## src/rtl/conv_pkg.sv

```systemverilog
// Shared definitions for the convolver output collector: output-map geometry,
// FIFO entry width and write-side FSM encoding.
package conv_pkg;

  localparam logic [0:0] ST_IDLE   = 1'b0;
  localparam logic [0:0] ST_ACTIVE = 1'b1;

  function automatic int out_dim(input int image_size, input int kernel_size);
    return image_size - kernel_size + 1;
  endfunction

  // Tag counters need at least one bit even for a degenerate 1x1 output map.
  function automatic int row_w(input int image_size, input int kernel_size);
    int d;
    d = out_dim(image_size, kernel_size);
    return (d < 2) ? 1 : $clog2(d);
  endfunction

  // Entry layout, MSB first: {data, row, col, last}.
  function automatic int entry_w(input int data_width, input int tag_width);
    return data_width + 2 * tag_width + 1;
  endfunction

endpackage

```

## src/rtl/conv_tag_fifo.sv

```systemverilog
// Synchronous FIFO whose head word lives in a dedicated output register, so the
// read port is registered and a push into an empty FIFO is visible after one edge.
module conv_tag_fifo #(
  parameter int WIDTH = 32,
  parameter int DEPTH = 8
) (
  input  logic             clk,
  input  logic             reset,
  input  logic             wr_en,
  input  logic [WIDTH-1:0] wr_data,
  input  logic             rd_en,
  output logic [WIDTH-1:0] rd_data,
  output logic             full,
  output logic             empty
);

  localparam int PW = $clog2(DEPTH);
  localparam int CW = $clog2(DEPTH) + 1;

  logic [WIDTH-1:0] mem [DEPTH];

  logic [PW-1:0]    wr_ptr_q, wr_ptr_d;
  logic [PW-1:0]    rd_ptr_q, rd_ptr_d;
  logic [CW-1:0]    mem_cnt_q, mem_cnt_d;
  logic             valid_q, valid_d;
  logic [WIDTH-1:0] dout_q, dout_d;

  logic [CW-1:0] total;
  logic          pop;
  logic          push;
  logic          load_mem;
  logic          load_bypass;
  logic          mem_wr;

  // Capacity counts the output register, so DEPTH words are held in total.
  assign total = mem_cnt_q + CW'(valid_q);
  assign full  = (total == CW'(DEPTH));
  assign empty = ~valid_q;
  assign pop   = valid_q & rd_en;
  assign push  = wr_en & (~full | pop);

  always_comb begin
    dout_d      = dout_q;
    valid_d     = valid_q;
    rd_ptr_d    = rd_ptr_q;
    load_mem    = 1'b0;
    load_bypass = 1'b0;
    if (!valid_q || pop) begin
      if (mem_cnt_q != '0) begin
        dout_d   = mem[rd_ptr_q];
        valid_d  = 1'b1;
        rd_ptr_d = rd_ptr_q + 1'b1;
        load_mem = 1'b1;
      end else if (push) begin
        dout_d      = wr_data;
        valid_d     = 1'b1;
        load_bypass = 1'b1;
      end else begin
        valid_d = 1'b0;
      end
    end
    mem_wr    = push & ~load_bypass;
    wr_ptr_d  = mem_wr ? (wr_ptr_q + 1'b1) : wr_ptr_q;
    mem_cnt_d = mem_cnt_q + CW'(mem_wr) - CW'(load_mem);
  end

  always_ff @(posedge clk) begin
    if (mem_wr) begin
      mem[wr_ptr_q] <= wr_data;
    end
  end

  always_ff @(posedge clk or posedge reset) begin
    if (reset) begin
      wr_ptr_q  <= '0;
      rd_ptr_q  <= '0;
      mem_cnt_q <= '0;
      valid_q   <= 1'b0;
      dout_q    <= '0;
    end else begin
      wr_ptr_q  <= wr_ptr_d;
      rd_ptr_q  <= rd_ptr_d;
      mem_cnt_q <= mem_cnt_d;
      valid_q   <= valid_d;
      dout_q    <= dout_d;
    end
  end

  assign rd_data = dout_q;

endmodule

```

## src/rtl/conv_output_collector.sv

```systemverilog
// Tags each enabled convolver result with its output-map (row, col) and buffers it
// for a valid/ready consumer. Optional macro RELU_EN clamps negative results to 0.
module conv_output_collector
  import conv_pkg::*;
#(
  parameter int DATA_WIDTH  = 16,
  parameter int IMAGE_SIZE  = 28,
  parameter int KERNEL_SIZE = 5,
  parameter int FIFO_DEPTH  = 8
) (
  input  logic                                         clk,
  input  logic                                         reset,
  input  logic                                         in_en,
  input  logic [DATA_WIDTH-1:0]                        in_data,
  output logic                                         m_valid,
  input  logic                                         m_ready,
  output logic [DATA_WIDTH-1:0]                        m_data,
  output logic [row_w(IMAGE_SIZE, KERNEL_SIZE)-1:0]    m_row,
  output logic [row_w(IMAGE_SIZE, KERNEL_SIZE)-1:0]    m_col,
  output logic                                         m_last,
  output logic                                         frame_done,
  output logic                                         busy,
  output logic                                         overflow
);

  localparam int OUT_DIM = out_dim(IMAGE_SIZE, KERNEL_SIZE);
  localparam int ROW_W   = row_w(IMAGE_SIZE, KERNEL_SIZE);
  localparam int ENTRY_W = entry_w(DATA_WIDTH, ROW_W);
  localparam logic [ROW_W-1:0] LAST_IDX = ROW_W'(OUT_DIM - 1);

  logic [0:0]      state_q, state_d;
  logic [ROW_W-1:0] wr_row_q, wr_row_d;
  logic [ROW_W-1:0] wr_col_q, wr_col_d;
  logic            overflow_q, overflow_d;
  logic            frame_done_q, frame_done_d;

  logic [DATA_WIDTH-1:0] store_data;
  logic [ENTRY_W-1:0]    wr_entry;
  logic [ENTRY_W-1:0]    rd_entry;
  logic                  fifo_full;
  logic                  fifo_empty;
  logic                  at_last;
  logic                  col_wrap;
  logic                  pop;
  logic                  drop;

`ifdef RELU_EN
  assign store_data = in_data[DATA_WIDTH-1] ? '0 : in_data;
`else
  assign store_data = in_data;
`endif

  assign col_wrap = (wr_col_q == LAST_IDX);
  assign at_last  = (wr_row_q == LAST_IDX) && col_wrap;
  assign wr_entry = {store_data, wr_row_q, wr_col_q, at_last};

  assign m_valid = ~fifo_empty;
  assign pop     = m_valid & m_ready;
  // A push into a full FIFO survives only when the head leaves on the same edge.
  assign drop    = in_en & fifo_full & ~pop;

  conv_tag_fifo #(
    .WIDTH (ENTRY_W),
    .DEPTH (FIFO_DEPTH)
  ) u_fifo (
    .clk     (clk),
    .reset   (reset),
    .wr_en   (in_en),
    .wr_data (wr_entry),
    .rd_en   (m_ready),
    .rd_data (rd_entry),
    .full    (fifo_full),
    .empty   (fifo_empty)
  );

  assign {m_data, m_row, m_col, m_last} = rd_entry;

  // Counters advance on every strobe, dropped or not, to keep tags frame-aligned.
  always_comb begin
    wr_row_d = wr_row_q;
    wr_col_d = wr_col_q;
    if (in_en) begin
      if (col_wrap) begin
        wr_col_d = '0;
        wr_row_d = (wr_row_q == LAST_IDX) ? '0 : (wr_row_q + 1'b1);
      end else begin
        wr_col_d = wr_col_q + 1'b1;
      end
    end
  end

  always_comb begin
    state_d = state_q;
    case (state_q)
      ST_IDLE:   if (in_en && !at_last) state_d = ST_ACTIVE;
      ST_ACTIVE: if (in_en && at_last)  state_d = ST_IDLE;
      default:   state_d = ST_IDLE;
    endcase
  end

  always_comb begin
    overflow_d   = overflow_q | drop;
    frame_done_d = pop & m_last;
  end

  always_ff @(posedge clk or posedge reset) begin
    if (reset) begin
      state_q      <= ST_IDLE;
      wr_row_q     <= '0;
      wr_col_q     <= '0;
      overflow_q   <= 1'b0;
      frame_done_q <= 1'b0;
    end else begin
      state_q      <= state_d;
      wr_row_q     <= wr_row_d;
      wr_col_q     <= wr_col_d;
      overflow_q   <= overflow_d;
      frame_done_q <= frame_done_d;
    end
  end

  assign busy       = (state_q == ST_ACTIVE) | in_en;
  assign overflow   = overflow_q;
  assign frame_done = frame_done_q;

endmodule

```

## config.mk

```make
export PLATFORM = sky130hd
export DESIGN_NAME = conv_output_collector
export DESIGN_NICKNAME = d
export VERILOG_FILES = /design/src/rtl/conv_pkg.sv /design/src/rtl/conv_tag_fifo.sv /design/src/rtl/conv_output_collector.sv
export SDC_FILE = /design/constraint.sdc
export NUM_CORES = 1
export LEC_CHECK = 0
export BUFFER_PORTS_ARGS = -buffer_cell sky130_fd_sc_hd__buf_2
export CAP_MARGIN = 15
export CORE_UTILIZATION = 40
export DETAILED_ROUTE_END_ITERATION = 16
export MAX_ROUTING_LAYER = met4
export PLACE_DENSITY = 0.55
export SKIP_CTS_REPAIR_TIMING = 1
export SLEW_MARGIN = 25
export SYNTH_ARGS = -nofsm -noshare
export SYNTH_HDL_FRONTEND = slang
export SYNTH_SLANG_ARGS = --single-unit
export TNS_END_PERCENT = 100
```

## constraint.sdc

```tcl
create_clock -name clk -period 3.85 [get_ports clk]
set_clock_uncertainty 0.1 [all_clocks]
set_input_delay 0.1925 -clock clk [delete_from_list [all_inputs] [get_ports clk]]
set_output_delay 0.1925 -clock clk [all_outputs]
set_load 0.01 [all_outputs]
```

; Word-level counts from Yosys, hierarchy flattened
; Memories as Yosys holds them, arrays and structs flattened.
; Index checks and enable logic that the tools add are counted.
[classes]
n_mux = 15
n_bitwise = 13
reduce_logical = 11
add_sub_neg = 7
n_eq_ne = 3
[op_table]
columns = operator, n
row1 = 27-bit two-way mux, 2
row2 = "5-bit by 1-bit adder with 5-bit output, second input constant", 2
row3 = "5-bit == test, second input constant", 2
row4 = 1-bit two-way mux, 10
row5 = 5-bit two-way mux, 2
row6 = 4-bit by 1-bit adder with 4-bit output, 2
row7 = "3-bit by 1-bit adder with 3-bit output, second input constant", 2
row8 = 1-bit bitwise AND, 6
row9 = 2-bit AND reduction, 3
row10 = "4-bit == test, second input constant", 1
row11 = 1-bit inverter, 4
row12 = 4-bit nonzero test, 1
row13 = 4-bit by 1-bit subtractor with 4-bit output, 1
row14 = 1-bit logical AND, 3
row15 = 1-bit bitwise OR, 3
row16 = 1-bit logical NOT, 2
row17 = 1-bit case mux with 2 select lines, 1
row18 = 2-bit nonzero test, 1
row19 = 1-bit logical OR, 1
[totals]
mem_count = 1
ff_bits = 51
ramBits = 216
inputBits = 20
out_inout_bits = 31
[mem_list]
columns = name, words, word_bits, read_ports, rd_clocked_by_memory_dff, write_ports, line_no
row1 = u_fifo.mem, 8, 27, 1, 0, 1, conv_tag_fifo.sv:20  ; logic [WIDTH-1:0] mem [DEPTH];

; Logic depth before layout (Yosys ltp)
; Gate-level depths: netlist of the first run.
[logic_depth]
word_depth = 12
ltp_mapped = 10
ltp_nobuf = 10

; Modules after synthesis
; From an unflattened synthesis of the first run, not the netlist that was laid out.
[hier_totals]
cells_unflattened = 624
hier_area_um2 = 10690.3
[modules_own_cells]
columns = mod, area_per_inst_um2, cells_each, instances
row1 = conv_tag_fifo, 10050.9, 569, 1
row2 = conv_output_collector, 639.4, 55, 1

; Least setup slack after synthesis of the first run
; Ideal clock, no wire load.
[synth_timing]
path_kind = register to register
startpoint = register u_fifo.valid_q
endpoint = memory u_fifo.mem[0][0] (netlist bit), enable pin
path_stages_with_launch = 7
arrival_ns = 3.592
path_slack_ns = -0.287
path_cell_list = dfrtp_1 ha_1 ha_1 a211oi_1 o211a_1 or4_1 nor3_1
[synth_via]
elab_chain_cells = 12
elab_cells_between_ends = 15
[synth_rtl]
columns = element, line_no
row1 = from (decl), conv_tag_fifo.sv:25  ; logic valid_q, valid_d;
row2 = from (signal assigned), conv_tag_fifo.sv:84  ; valid_q <= valid_d;
row3 = 4-bit by 1-bit adder with 4-bit output, conv_tag_fifo.sv:36  ; assign total = mem_cnt_q + CW'(valid_q);
row4 = 4-bit == test, conv_tag_fifo.sv:37  ; assign full = (total == CW'(DEPTH));
row5 = 1-bit inverter, conv_tag_fifo.sv:40  ; assign push = wr_en & (~full | pop);
row6 = 1-bit bitwise OR, conv_tag_fifo.sv:40
row7 = 1-bit bitwise AND, conv_tag_fifo.sv:40
row8 = 1-bit two-way mux, conv_tag_fifo.sv:54  ; end else if (push) begin
row9 = 1-bit two-way mux, conv_tag_fifo.sv:49  ; if (mem_cnt_q != '0) begin
row10 = 1-bit two-way mux, conv_tag_fifo.sv:48  ; if (!valid_q || pop) begin
row11 = 1-bit inverter, conv_tag_fifo.sv:62  ; mem_wr = push & ~load_bypass;
row12 = 1-bit bitwise AND *, conv_tag_fifo.sv:62
row13 = 1-bit two-way mux *, conv_tag_fifo.sv:68  ; if (mem_wr) begin
row14 = 1-bit two-way mux (not written as such) *, conv_tag_fifo.sv:69  ; mem[wr_ptr_q] <= wr_data;
row15 = to (decl), conv_tag_fifo.sv:20
; Mark *: on every way between the ends. The rest lies on a longest branch, timed or not.

; Worst setup path in the final report of the first run
[layout_timing]
startpoint = register u_fifo.valid_q
endpoint = memory u_fifo.mem[0][17] (netlist bit), enable pin
; Same word-level chain as after synthesis.

==> results of run 1 <==
power groups by stage:
stage / sequential (mW) / combinational (mW) / clock, mW
5_1_grt: 4.42 / 2.68 / 3.07
2_1_floorplan: 4.18 / 1.80 / 0
3_3_place_gp: 4.37 / 2.42 / 0
3_5_place_dp: 4.40 / 2.46 / 0
6_report: 4.33 / 2.44 / 2.90
4_1_cts: 4.35 / 2.48 / 2.97
worst min-delay path by stage:
stage | endpoint | depth (start not counted) | from
after floorplan | u_fifo.mem[0][11] | 0 | in_data[0]
after global placement | async pin | 2 | reset
after detailed placement | wr_col_q[1] | 2 | reset
after CTS | wr_col_q[4] | 2 | reset
after global routing | async pin | 3 | reset
final | async pin | 3 | reset
per-stage QoR:
step | util [%] | hold slack (ps)
finish | 48.8 | 274
global route | 48.8 | 372
CTS | 48.0 | -239
detailed placement | 44.1 | 341
global placement | 44.1 | 346
floorplan | - | 191
sequential cells by signal, indices dropped and copies added (netlist names), named ones only:
signal	cells
frame_done	1
overflow	1
u_fifo.mem	216
u_fifo.mem_cnt_q	4
u_fifo.rd_data	27
u_fifo.rd_ptr_q	3
u_fifo.valid_q	1
u_fifo.wr_ptr_q	3
wr_col_q	5
wr_row_q	5
cell usage in the layout, fill, tap and decap left out, drive strengths merged, types with 6 or more instances in the layout:
cell type    count
nor2            13
bufinv           6
a22o            11
clkinv           8
dfrtp           51
mux4            53
a221o           11
clkbuf          36
ha              12
nand3            7
inv             17
o221a           13
dlygate4sd3     19
o22a            13
nand2            9
mux2i            7
xnor2            6
buf             70
edfxtp         216
per-layer routing:
| metal | global-route usage [%] | wire length, um | up-vias |
|---|---|---|---|
| li1 | - | - | 2309 |
| met1 | 22.3 | 9100 | 2748 |
| met2 | 29.4 | 11000 | 157 |
| met3 | 2.64 | 1110 | 40 |
| met4 | 4.29 | 463 | 0 |
| met5 | - | 0 | - |
cell type report:
cell class	count	area, sq um
Multi-Input combinational cell	205	2480
Tap cell	330	413
Sequential cell	267	7770
Clock inverter	16	239
Timing Repair Buffer	89	628
Clock buffer	36	772
Inverter	16	60.1
Fill cell	2066	13000
critical path, cell delays in order (launching register included):
cell	delay [ps]
sky130_fd_sc_hd__dfrtp_1	430
sky130_fd_sc_hd__ha_1	240
sky130_fd_sc_hd__ha_1	280
sky130_fd_sc_hd__a211oi_1	70
sky130_fd_sc_hd__o211a_1	200
sky130_fd_sc_hd__or4_1	640
sky130_fd_sc_hd__nor3_4	490
sky130_fd_sc_hd__buf_12	260
cells by family (layout without fill, tap and decap cells):
| kind of cell | after synthesis | in the layout | synth area share (%) |
|---|---|---|---|
| compound gates | 67 | 67 | 5.84 |
| xor+xnor | 9 | 9 | 0.758 |
| fa+ha+maj | 13 | 13 | 1.64 |
| buf+inv | 38 | 157 | 1.77 |
| flops | 267 | 267 | 74.7 |
| mux | 65 | 65 | 12.7 |
| simple gates | 51 | 51 | 2.61 |
==> impl_metrics.prom, run 1 <==
# TYPE chip_impl_metric gauge
chip_impl_info{name="status",value="finished, final reports clean"} 1
chip_impl_metric{name="die_area",unit="sq um"} 26600
chip_impl_info{name="critical_path.endpoint",value="u_fifo.mem[0][17]"} 1
chip_impl_info{name="synth.area.top_cells",value="sky130_fd_sc_hd__edfxtp_1 62%, sky130_fd_sc_hd__dfrtp_1 12%, sky130_fd_sc_hd__mux4_2 11%"} 1
chip_impl_metric{name="placement.cell_area",unit="sq um"} 11200
chip_impl_info{name="setup.worst_path.class",value="reg2reg"} 1
chip_impl_metric{name="die_height",unit="um"} 163
chip_impl_metric{name="gr-usage-all-layers",unit="%"} 17.5
chip_impl_metric{name="seq_area_frac_synth",unit="%"} 74.7
chip_impl_info{name="holdCritPathClass",value="in2async"} 1
chip_impl_metric{name="drt-pass1-iter-count",unit=""} 6
chip_impl_metric{name="tightest_slew",unit="ps"} 1020
chip_impl_metric{name="globalplace.congestion",unit=""} 0.789
chip_impl_metric{name="final.period_utilization",unit="%"} 78.3
chip_impl_metric{name="crit_path_dat",unit="ps"} 3140
chip_impl_metric{name="largest_vdd_supply_drop",unit="mV"} 0.359
chip_impl_metric{name="core_area",unit="sq um"} 25300
chip_impl_metric{name="relSlewSlack",unit="%"} 32.3
chip_impl_metric{name="drt_drc_violations_left",unit=""} 0
chip_impl_metric{name="mapped_nets",unit=""} 543
chip_impl_metric{name="maximum_number_of_pins_on_one_net_before_global_route_repair",unit=""} 38
chip_impl_metric{name="area_fraction_of_the_dominant_cell_type_after_synthesis",unit="%"} 62.4
chip_impl_metric{name="cell_internal_pwr",unit="mW"} 6.90
chip_impl_metric{name="instances_no_fill",unit=""} 959
chip_impl_metric{name="worst_setup_hold_path_clk_slew",unit="ps"} 60
chip_impl_metric{name="setup_total_negative_slack",unit="ps"} 0
chip_impl_metric{name="pwr-share-comb",unit="%"} 25.2
chip_impl_metric{name="cts_buffer_depth",unit=""} 3
chip_impl_metric{name="netlist_area",unit="sq um"} 10400
chip_impl_info{name="rr_endpoint",value="u_fifo.mem[0][17]"} 1
chip_impl_metric{name="overflow",unit=""} 0
chip_impl_metric{name="num_vias",unit=""} 5254
chip_impl_metric{name="drt-vias-per-instance",unit=""} 5.48
chip_impl_metric{name="synth_edf_count",unit=""} 216
chip_impl_metric{name="max_clock_freq",unit="MHz"} 332
chip_impl_info{name="clock_root_buffer",value="sky130_fd_sc_hd__clkbuf_16"} 1
chip_impl_info{name="yosys-top-cells-count",value="216 x sky130_fd_sc_hd__edfxtp_1, 53 x sky130_fd_sc_hd__mux4_2, 51 x sky130_fd_sc_hd__dfrtp_1, 16 x sky130_fd_sc_hd__inv_1"} 1
chip_impl_metric{name="p_clk_share",unit="%"} 30.0
chip_impl_info{name="setup.worst_path.start_class",value="flip-flop"} 1
chip_impl_metric{name="p_total",unit="mW"} 9.67
chip_impl_metric{name="power.density_cell_area",unit="nW/um^2"} 782
chip_impl_metric{name="final_period_minus_worst_setup_slack",unit="ps"} 3020
chip_impl_metric{name="drive_gt1_share",unit="%"} 32.4
chip_impl_metric{name="avgRoutedWirePerCell",unit="um"} 22.6
chip_impl_metric{name="placed_cells_incl_taps",unit=""} 888
chip_impl_metric{name="seq_power_share",unit="%"} 44.8
chip_impl_info{name="cp-end-kind",value="flip-flop"} 1
chip_impl_metric{name="initial_utilization",unit="%"} 41.0
chip_impl_metric{name="yosysUniqueCellTypes",unit=""} 47
chip_impl_metric{name="drt_iter0_markers",unit=""} 426
chip_impl_metric{name="floorplan.rows",unit=""} 58
chip_impl_metric{name="width_of_the_die",unit="um"} 163
chip_impl_metric{name="grt_antenna_before_repair",unit=""} 0
chip_impl_metric{name="io_pins",unit=""} 51
chip_impl_metric{name="final_max_slew_viol_count",unit=""} 0
chip_impl_metric{name="critical_path.max_fanout",unit=""} 19
chip_impl_metric{name="max_cap_violations",unit=""} 0
chip_impl_metric{name="final_critical_path_setup_slack",unit="ps"} 834
chip_impl_metric{name="synthesis.instances",unit=""} 510
chip_impl_metric{name="antenna_left",unit=""} 0
chip_impl_metric{name="r2r.worst_path.cells",unit=""} 7
chip_impl_metric{name="grt_pass1_vias",unit=""} 5582
chip_impl_metric{name="power.switching",unit="mW"} 2.77
chip_impl_metric{name="wirelength",unit="mm"} 21.7
chip_impl_metric{name="worst_skew_pair.late_latency",unit="ps"} 530
chip_impl_info{name="timing.critical_path.from",value="u_fifo.valid_q"} 1
chip_impl_metric{name="portBuffers",unit=""} 50
chip_impl_info{name="yosys.cell_count.top_type",value="sky130_fd_sc_hd__edfxtp_1"} 1
chip_impl_metric{name="total_leakage_power",unit="nW"} 4.34
chip_impl_metric{name="synth_seq_cells",unit=""} 267
chip_impl_info{name="crit-reg2reg-launch",value="u_fifo.valid_q"} 1
chip_impl_metric{name="final_nets",unit=""} 640
chip_impl_metric{name="cts_buffer_count",unit=""} 28
chip_impl_metric{name="preCtsSetupSlack",unit="ps"} 829
chip_impl_info{name="synth_area_leader_cell",value="sky130_fd_sc_hd__edfxtp_1"} 1
chip_impl_info{name="cts_tree",value="yes"} 1
chip_impl_metric{name="yosysWarnings",unit=""} 0
chip_impl_metric{name="design_area",unit="sq um"} 12400
chip_impl_metric{name="final-setup-viol-count",unit=""} 0
chip_impl_metric{name="required",unit="ps"} 3970
chip_impl_metric{name="area_growth",unit="%"} 18.9
chip_impl_metric{name="diodes_inserted",unit=""} 0
chip_impl_info{name="unrepaired_setup_endpoints_after_global_routing",value="no"} 1
chip_impl_metric{name="async_reset_ff_share",unit="%"} 19.1
chip_impl_metric{name="timing.final.hold_violations",unit=""} 0
chip_impl_metric{name="syn_area_per_cell",unit="sq um"} 20.4
chip_impl_metric{name="dp.final_hpwl",unit="mm"} 12.9
chip_impl_metric{name="htree_num_levels",unit=""} 1
chip_impl_metric{name="p_sw_share",unit="%"} 28.6
chip_impl_metric{name="timing.reg2reg.setup_slack",unit="ps"} 830
chip_impl_metric{name="grt_pass1_wl",unit="mm"} 33.5
chip_impl_metric{name="cts.sinks",unit=""} 267
chip_impl_info{name="synthFlopType",value="sky130_fd_sc_hd__edfxtp_1"} 1
(Power assumes the default switching activity.)
==> run 2, diff against run 1 <==
--- a/config.mk
+++ b/config.mk
@@ -5,12 +5,13 @@
 export SDC_FILE = /design/constraint.sdc
 export NUM_CORES = 1
 export LEC_CHECK = 0
+export ABC_AREA = 1
 export BUFFER_PORTS_ARGS = -buffer_cell sky130_fd_sc_hd__buf_2
 export CAP_MARGIN = 15
 export CORE_UTILIZATION = 40
 export DETAILED_ROUTE_END_ITERATION = 16
 export MAX_ROUTING_LAYER = met4
-export PLACE_DENSITY = 0.55
+export PLACE_DENSITY = 0.53
 export SKIP_CTS_REPAIR_TIMING = 1
 export SLEW_MARGIN = 25
 export SYNTH_ARGS = -nofsm -noshare
==> constraint.sdc (replaced) <==
create_clock -name clk -period 3.1 [get_ports clk]
set_clock_uncertainty 0.1 [all_clocks]
set_input_delay 0.155 -clock clk [delete_from_list [all_inputs] [get_ports clk]]
set_output_delay 0.155 -clock clk [all_outputs]
set_load 0.01 [all_outputs]
==> run 2 against run 1 <==
Net effect: die area rose by 10%; hold slack lost 87 ps; fmax is 4.9% higher; global-route usage rose by 2.7 points; clock power is 21% higher; utilization shrank 0.99 points; register-to-register slack got worse by 610 ps; area after synthesis increased by 11%; sequential power increased by 20%; critical path depth increased by 4; critical endpoint is now u_fifo.mem[6][7]; largest cell class unchanged.
==> impl_metrics.prom, run 2 <==
# TYPE chip_impl_metric gauge
chip_impl_metric{name="overflow",unit=""} 0
chip_impl_metric{name="globalplace.congestion",unit=""} 0.764
chip_impl_metric{name="total_leakage_power",unit="nW"} 5.74
chip_impl_metric{name="worst_setup_hold_path_clk_slew",unit="ps"} 60
chip_impl_info{name="synth_area_leader_cell",value="sky130_fd_sc_hd__edfxtp_1"} 1
chip_impl_info{name="critPathTopFamily",value="simple AND/OR/NAND/NOR gates"} 1
chip_impl_metric{name="tightest_slew",unit="ps"} 757
chip_impl_metric{name="final_period_minus_worst_setup_slack",unit="ps"} 2880
chip_impl_info{name="setup.worst_path.class",value="reg2reg"} 1
chip_impl_metric{name="worst_skew_pair.late_latency",unit="ps"} 560
chip_impl_metric{name="io_pins",unit=""} 51
chip_impl_metric{name="width_of_the_die",unit="um"} 172
chip_impl_metric{name="netlist_area",unit="sq um"} 11500
chip_impl_metric{name="required",unit="ps"} 3240
chip_impl_metric{name="drt-pass1-iter-count",unit=""} 7
chip_impl_metric{name="cts_buffer_depth",unit=""} 3
chip_impl_metric{name="htree_num_levels",unit=""} 1
chip_impl_metric{name="drt-vias-per-instance",unit=""} 4.85
chip_impl_metric{name="critical_path_buf_inv_count",unit=""} 2
chip_impl_metric{name="final-setup-viol-count",unit=""} 0
chip_impl_metric{name="power.density_cell_area",unit="nW/um^2"} 977
chip_impl_metric{name="drt_iter0_markers",unit=""} 549
chip_impl_info{name="leading_cell_types_in_the_layout_fill_and_taps_excluded",value="403 x sky130_fd_sc_hd__nand2_1, 216 x sky130_fd_sc_hd__edfxtp_1, 198 x sky130_fd_sc_hd__nand3_1"} 1
chip_impl_metric{name="final_max_slew_viol_count",unit=""} 0
chip_impl_metric{name="largest_vdd_supply_drop",unit="mV"} 0.576
chip_impl_metric{name="seq_area_frac_synth",unit="%"} 67.5
chip_impl_metric{name="seq_area",unit="sq um"} 7770
chip_impl_info{name="holdCritPathClass",value="in2async"} 1
chip_impl_metric{name="dp.final_hpwl",unit="mm"} 15.6
chip_impl_metric{name="drive_gt1_share",unit="%"} 11.6
chip_impl_metric{name="num_vias",unit=""} 7648
chip_impl_metric{name="antenna_left",unit=""} 0
chip_impl_metric{name="fillerInstances",unit=""} 2653
chip_impl_metric{name="critical_path.max_fanout",unit=""} 20
chip_impl_metric{name="die_height",unit="um"} 172
chip_impl_metric{name="synth_seq_cells",unit=""} 267
chip_impl_info{name="yosys-top-cells-count",value="403 x sky130_fd_sc_hd__nand2_1, 216 x sky130_fd_sc_hd__edfxtp_1, 198 x sky130_fd_sc_hd__nand3_1, 116 x sky130_fd_sc_hd__inv_1, 51 x sky130_fd_sc_hd__dfrtp_1"} 1
chip_impl_metric{name="syn_area_per_cell",unit="sq um"} 10.4
chip_impl_metric{name="die_area",unit="sq um"} 29400
chip_impl_metric{name="grt_antenna_before_repair",unit=""} 0
chip_impl_metric{name="portBuffers",unit=""} 50
chip_impl_metric{name="area_growth",unit="%"} 16.5
chip_impl_info{name="largest-register",value="u_fifo.mem"} 1
chip_impl_metric{name="drt_drc_violations_left",unit=""} 0
chip_impl_metric{name="max_clock_freq",unit="MHz"} 348
chip_impl_info{name="synth.area.top_cells",value="sky130_fd_sc_hd__edfxtp_1 56%, sky130_fd_sc_hd__nand2_1 13%, sky130_fd_sc_hd__dfrtp_1 11%"} 1
chip_impl_metric{name="largest_reg_flops",unit=""} 216
chip_impl_info{name="unrepaired_setup_endpoints_after_global_routing",value="no"} 1
chip_impl_metric{name="floorplan.rows",unit=""} 61
chip_impl_metric{name="yosysUniqueCellTypes",unit=""} 30
chip_impl_metric{name="relSlewSlack",unit="%"} 49.4
chip_impl_info{name="cts_tree",value="yes"} 1
chip_impl_metric{name="grt_pass1_wl",unit="mm"} 43.4
chip_impl_metric{name="instances_no_fill",unit=""} 1578
chip_impl_metric{name="async_reset_ff_share",unit="%"} 19.1
chip_impl_metric{name="final_nets",unit=""} 1210
chip_impl_metric{name="cts.sinks",unit=""} 267
chip_impl_metric{name="crit_path_dat",unit="ps"} 3020
chip_impl_info{name="status",value="finished, final reports clean"} 1
chip_impl_metric{name="gr-usage-all-layers",unit="%"} 20.2
chip_impl_metric{name="yosysWarnings",unit=""} 0
chip_impl_metric{name="diodes_inserted",unit=""} 0
chip_impl_info{name="cp-end-kind",value="flip-flop"} 1
chip_impl_metric{name="core_occupancy_in_the_finished_layout",unit="%"} 47.8
chip_impl_metric{name="area_fraction_of_the_dominant_cell_type_after_synthesis",unit="%"} 56.4
chip_impl_metric{name="timing.final.hold_violations",unit=""} 0
chip_impl_metric{name="crit_path_max_incr_delay",unit="ps"} 410
chip_impl_info{name="cpMaxStageDelayCell",value="sky130_fd_sc_hd__dfrtp_1"} 1
chip_impl_info{name="clock_root_buffer",value="sky130_fd_sc_hd__clkbuf_16"} 1
chip_impl_metric{name="cts_buffer_count",unit=""} 29
chip_impl_info{name="synthFlopType",value="sky130_fd_sc_hd__edfxtp_1"} 1
chip_impl_metric{name="synth_edf_count",unit=""} 216
chip_impl_metric{name="synthesis.instances",unit=""} 1105
chip_impl_metric{name="placed_cells_incl_taps",unit=""} 1504
chip_impl_metric{name="max_cap_violations",unit=""} 0
chip_impl_info{name="cp_common_cell",value="sky130_fd_sc_hd__nand2_1"} 1
chip_impl_metric{name="mapped_nets",unit=""} 1138
chip_impl_metric{name="avgRoutedWirePerCell",unit="um"} 17.5
chip_impl_metric{name="final.period_utilization",unit="%"} 92.8
chip_impl_metric{name="core_area",unit="sq um"} 28000
chip_impl_metric{name="maximum_number_of_pins_on_one_net_before_global_route_repair",unit=""} 110
chip_impl_metric{name="grt_pass1_vias",unit=""} 7389
chip_impl_metric{name="timing.reg2reg.setup_slack",unit="ps"} 220
chip_impl_info{name="setup.worst_path.start_class",value="flip-flop"} 1
chip_impl_metric{name="initial_utilization",unit="%"} 41.0
chip_impl_metric{name="multi_input_comb_area",unit="sq um"} 3010
chip_impl_info{name="cell_by_cell_listing_of_the_critical_path",value="ha_1 > ha_1 > nor2_1 > nand2_1 > nor2_1 > nand2_1 > nand3_2 > inv_1 > nand2_1 > nor2_4 > buf_12"} 1
chip_impl_metric{name="wirelength",unit="mm"} 27.7
chip_impl_info{name="yosys.cell_count.top_type",value="sky130_fd_sc_hd__nand2_1"} 1
chip_impl_info{name="layout_commonest_cell",value="sky130_fd_sc_hd__nand2_1"} 1
-- run 2: changes by cell type in the layout (fill, tap and decap cells not counted), sizes merged, moves of 13 or more --
cell / before / now
nand3: 7 / 199
mux4: 53 / 0
o221a: 13 / 0
nand2: 9 / 405
inv: 17 / 121
o22a: 13 / 0
-- run 2: area by class of cell --
cell class                 count  share of cell area, %
multi-input combinational    664                   22.5
sequential                   267                   58.0
clock buffer                  33                   5.53
timing repair buffer          95                   5.31
clock inverter                21                   1.75
inverter                     120                   3.38
tap                          378                   3.53
-- run 2: worst reg2reg max path: stages (launching register included) --
cell	delay (ps)
sky130_fd_sc_hd__dfrtp_1	410
sky130_fd_sc_hd__ha_1	230
sky130_fd_sc_hd__ha_1	280
sky130_fd_sc_hd__nor2_1	40
sky130_fd_sc_hd__nand2_1	50
sky130_fd_sc_hd__nor2_1	40
sky130_fd_sc_hd__nand2_1	120
sky130_fd_sc_hd__nand3_2	200
sky130_fd_sc_hd__inv_1	180
sky130_fd_sc_hd__nand2_1	270
sky130_fd_sc_hd__nor2_4	410
sky130_fd_sc_hd__buf_12	240
-- run 2: where the power goes --
group | internal, mW | switching, mW
clock | 2.13 | 1.37
sequential | 4.75 | 0.434
combinational | 1.42 | 2.99
total | 8.29 | 4.79
-- run 2: worst paths after layout --
path                                   start            endpoint  cells past startpoint
setup / recovery              u_fifo.valid_q    u_fifo.mem[6][7]                     11
hold / removal                         reset  u_fifo.rd_data[16]                      3
setup reg to reg              u_fifo.valid_q    u_fifo.mem[6][7]                     11
hold reg to reg            u_fifo.rd_data[9]   u_fifo.rd_data[9]                      2
max in group asynchronous              reset  u_fifo.rd_data[23]                      4
min in group clk                     m_ready          frame_done                      4
-- run 2: kinds of logic (layout without fill, tap and decap cells) --
kind of cell	Yosys count	in the layout	synth area share (%)
adder cells (fa/ha/maj)	13	13	1.48
XOR/XNOR	7	7	0.533
flip-flops	267	267	67.5
AND/OR/NAND/NOR	626	626	22.9
buffers and inverters	174	269	6.68
multiplexers	1	1	0.0980
AO/OA/AOI/OAI	17	17	0.784
-- run 2: metal layers --
metal / wire [um] / GRT usage, % / vias up / share of wire, %
li1: - / - / 3790 / -
met1: 12700 / 26.5 / 3662 / 46
met2: 13300 / 33.3 / 166 / 48
met3: 1210 / 2.62 / 30 / 4.4
met4: 511 / 5.05 / 0 / 1.8
met5: 0 / - / - / 0
-- run 2: stage by stage --
stage               total power, mW  setup WS [ps]  instance area (sq um)  hold slack (ps)  TNS, ps
detailed placement             9.70            211                  12200              221        0
floorplan                      8.21           -585                  11500              154   -63190
global placement               9.66            252                  12200              221        0
CTS                            13.3            195                  13200             -369        0
global route                   14.0           37.2                  13400              237        0
finish                         13.1            224                  13400              187        0
==> run 3, diff against run 2 <==
--- a/config.mk
+++ b/config.mk
@@ -8,6 +8,7 @@
 export ABC_AREA = 1
 export BUFFER_PORTS_ARGS = -buffer_cell sky130_fd_sc_hd__buf_2
 export CAP_MARGIN = 15
+export CORE_ASPECT_RATIO = 0.75
 export CORE_UTILIZATION = 40
 export DETAILED_ROUTE_END_ITERATION = 16
 export MAX_ROUTING_LAYER = met4
==> run 3 against run 2 <==
Net effect: first-iteration DRC count increased by 3.6%; sequential share of layout area grew 0.23 points; clock-buffer cell count increased by 6; die area about the same; flip-flop and latch count unchanged; critical path type unchanged; critical endpoint is now u_fifo.mem[0][11].
==> impl_metrics.prom, run 3 (synthesized netlist as in run 2, its figures left out) <==
# TYPE chip_impl_metric gauge
chip_impl_metric{name="portBuffers",unit=""} 50
chip_impl_info{name="status",value="finished, final reports clean"} 1
chip_impl_metric{name="p_clk_share",unit="%"} 25.3
chip_impl_metric{name="final_critical_path_setup_slack",unit="ps"} 257
chip_impl_metric{name="worst_setup_hold_path_clk_slew",unit="ps"} 60
chip_impl_metric{name="diodes_inserted",unit=""} 0
chip_impl_info{name="holdCritPathClass",value="in2async"} 1
chip_impl_metric{name="drt_iter0_markers",unit=""} 569
chip_impl_metric{name="final.period_utilization",unit="%"} 91.7
chip_impl_info{name="cell_by_cell_listing_of_the_critical_path",value="ha_1 > ha_1 > nor2_1 > nand2_1 > nor2_1 > nand2_1 > nand3_2 > inv_1 > nand2_1 > nor2_4 > buf_12"} 1
chip_impl_metric{name="floorplan.rows",unit=""} 53
chip_impl_metric{name="final_period_minus_worst_setup_slack",unit="ps"} 2840
chip_impl_metric{name="pwr-share-comb",unit="%"} 34.4
chip_impl_metric{name="timing.final.hold_violations",unit=""} 0
chip_impl_info{name="timing.critical_path.from",value="u_fifo.valid_q"} 1
chip_impl_metric{name="drive_gt1_share",unit="%"} 12.1
chip_impl_metric{name="timing.reg2reg.setup_slack",unit="ps"} 260
chip_impl_metric{name="power.density_cell_area",unit="nW/um^2"} 969
chip_impl_metric{name="crit_path_max_incr_delay",unit="ps"} 410
chip_impl_info{name="cts_tree",value="yes"} 1
chip_impl_metric{name="drt_drc_violations_left",unit=""} 0
chip_impl_metric{name="r2r.worst_path.cells",unit=""} 11
chip_impl_info{name="rr_endpoint",value="u_fifo.mem[0][11]"} 1
chip_impl_metric{name="total_leakage_power",unit="nW"} 5.72
chip_impl_metric{name="wirelength",unit="mm"} 28.1
chip_impl_metric{name="area_growth",unit="%"} 16.1
chip_impl_metric{name="num_vias",unit=""} 7674
chip_impl_info{name="largest-register",value="u_fifo.mem"} 1
chip_impl_metric{name="die_area",unit="sq um"} 29400
chip_impl_info{name="cp_common_cell",value="sky130_fd_sc_hd__nand2_1"} 1
chip_impl_metric{name="gr-usage-all-layers",unit="%"} 20.1
chip_impl_info{name="setup.worst_path.class",value="reg2reg"} 1
chip_impl_metric{name="width_of_the_die",unit="um"} 198
chip_impl_metric{name="grt_pass1_wl",unit="mm"} 43.0
chip_impl_metric{name="io_pins",unit=""} 51
chip_impl_metric{name="drt-vias-per-instance",unit=""} 4.84
chip_impl_metric{name="core_occupancy_in_the_finished_layout",unit="%"} 47.4
chip_impl_metric{name="max_cap_violations",unit=""} 0
chip_impl_metric{name="max_clock_freq",unit="MHz"} 352
chip_impl_metric{name="avgRoutedWirePerCell",unit="um"} 17.7
chip_impl_metric{name="seq_power_share",unit="%"} 40.3
chip_impl_metric{name="setup_total_negative_slack",unit="ps"} 0
chip_impl_metric{name="whs",unit="ps"} 223
chip_impl_metric{name="grt_pass1_vias",unit=""} 7264
chip_impl_metric{name="maximum_number_of_pins_on_one_net_before_global_route_repair",unit=""} 87
chip_impl_metric{name="cts.sinks",unit=""} 267
chip_impl_metric{name="htree_num_levels",unit=""} 1
chip_impl_metric{name="final_max_slew_viol_count",unit=""} 0
chip_impl_metric{name="p_sw_share",unit="%"} 37.5
chip_impl_metric{name="cell_internal_pwr",unit="mW"} 8.08
chip_impl_info{name="cpMaxStageDelayCell",value="sky130_fd_sc_hd__dfrtp_1"} 1
chip_impl_info{name="layout_commonest_cell",value="sky130_fd_sc_hd__nand2_1"} 1
chip_impl_metric{name="drt-pass1-iter-count",unit=""} 4
chip_impl_metric{name="overflow",unit=""} 0
chip_impl_metric{name="preCtsSetupSlack",unit="ps"} 258
chip_impl_info{name="cp-end-kind",value="flip-flop"} 1
chip_impl_metric{name="final-setup-viol-count",unit=""} 0
chip_impl_info{name="crit-reg2reg-launch",value="u_fifo.valid_q"} 1
chip_impl_metric{name="required",unit="ps"} 3240
chip_impl_info{name="unrepaired_setup_endpoints_after_global_routing",value="no"} 1
chip_impl_info{name="setup.worst_path.start_class",value="flip-flop"} 1
chip_impl_metric{name="critical_path.max_fanout",unit=""} 20
chip_impl_info{name="clock_root_buffer",value="sky130_fd_sc_hd__clkbuf_16"} 1
chip_impl_info{name="critical_path.endpoint",value="u_fifo.mem[0][11]"} 1
chip_impl_info{name="leading_cell_types_in_the_layout_fill_and_taps_excluded",value="403 x sky130_fd_sc_hd__nand2_1, 216 x sky130_fd_sc_hd__edfxtp_1, 198 x sky130_fd_sc_hd__nand3_1"} 1
chip_impl_metric{name="initial_utilization",unit="%"} 40.9
chip_impl_metric{name="tightest_slew",unit="ps"} 839
chip_impl_metric{name="relSlewSlack",unit="%"} 44.0
chip_impl_metric{name="globalplace.congestion",unit=""} 0.817
chip_impl_metric{name="antenna_left",unit=""} 0
chip_impl_metric{name="power.switching",unit="mW"} 4.85
chip_impl_metric{name="die_height",unit="um"} 149
chip_impl_metric{name="core_area",unit="sq um"} 28100
chip_impl_metric{name="final_nets",unit=""} 1211
chip_impl_metric{name="cts_buffer_depth",unit=""} 3
chip_impl_metric{name="largest_vdd_supply_drop",unit="mV"} 0.528
chip_impl_metric{name="cts_buffer_count",unit=""} 28
chip_impl_metric{name="crit_path_dat",unit="ps"} 2980
chip_impl_metric{name="dp.final_hpwl",unit="mm"} 16.1
chip_impl_metric{name="largest_reg_flops",unit=""} 216
chip_impl_metric{name="grt_antenna_before_repair",unit=""} 0
chip_impl_metric{name="worst_skew_pair.late_latency",unit="ps"} 550
## run 3: cell types whose count changed in the layout (fill, tap and decap cells not counted)
cell,change
sky130_fd_sc_hd__inv_6,+1
sky130_fd_sc_hd__bufinv_16,-4
sky130_fd_sc_hd__clkbuf_1,+2
sky130_fd_sc_hd__clkinv_2,+3
sky130_fd_sc_hd__clkinvlp_4,+1
sky130_fd_sc_hd__clkbuf_8,+4
sky130_fd_sc_hd__buf_4,+2
sky130_fd_sc_hd__clkinv_1,-8
sky130_fd_sc_hd__inv_16,-1
## run 3: layout make-up
class | instances | area (sq um)
multi-input cells | 664 | 3010
fillers | 2658 | 14800
inverters | 120 | 453
clock buffers | 39 | 803
repair buffers | 97 | 726
well taps | 385 | 482
flip-flops and latches | 267 | 7770
clock inverters | 13 | 95.1
## run 3: routing by layer
layer,up-vias,routed length [um],GRT usage (%)
li1,3792,-,-
met1,3664,13600,28.7
met2,167,12500,30.1
met3,51,1200,2.96
met4,0,722,5.58
met5,-,0,-
## run 3: worst min-delay path by stage
stage,endpoint,depth (start not counted),start
after floorplan,u_fifo.mem[0][11],0,in_data[0]
after detailed placement,u_fifo.rd_data[3],2,reset
final,u_fifo.rd_ptr_q[2],3,reset
after CTS,u_fifo.rd_data[3],2,reset
after global routing,u_fifo.rd_data[3],3,reset
after global placement,u_fifo.rd_data[3],2,reset
## run 3: per-stage QoR
step           std cells  total power, mW  cell area [sq um]
2_1_floorplan       1105             8.21              11500
3_3_place_gp        1514             9.74              12300
3_5_place_dp        1514             9.77              12300
4_1_cts             1566             13.1              13100
5_1_grt             1585             13.9              13300
6_report            1585             12.9              13300
## run 3: power by group through the flow
stage	clock network [mW]	logic, mW	registers (mW)
2_1_floorplan	0	3.00	5.20
3_3_place_gp	0	4.46	5.28
3_5_place_dp	0	4.48	5.29
4_1_cts	3.36	4.50	5.22
5_1_grt	3.50	5.05	5.30
6_report	3.27	4.44	5.21
## run 3: critical path, delay by kind of cell, from the launching register on
kind	cells	cell delay, ps
adder cells (fa/ha/maj)	2	510
buffers and inverters	2	430
flip-flops	1	410
AND/OR/NAND/NOR	7	1080
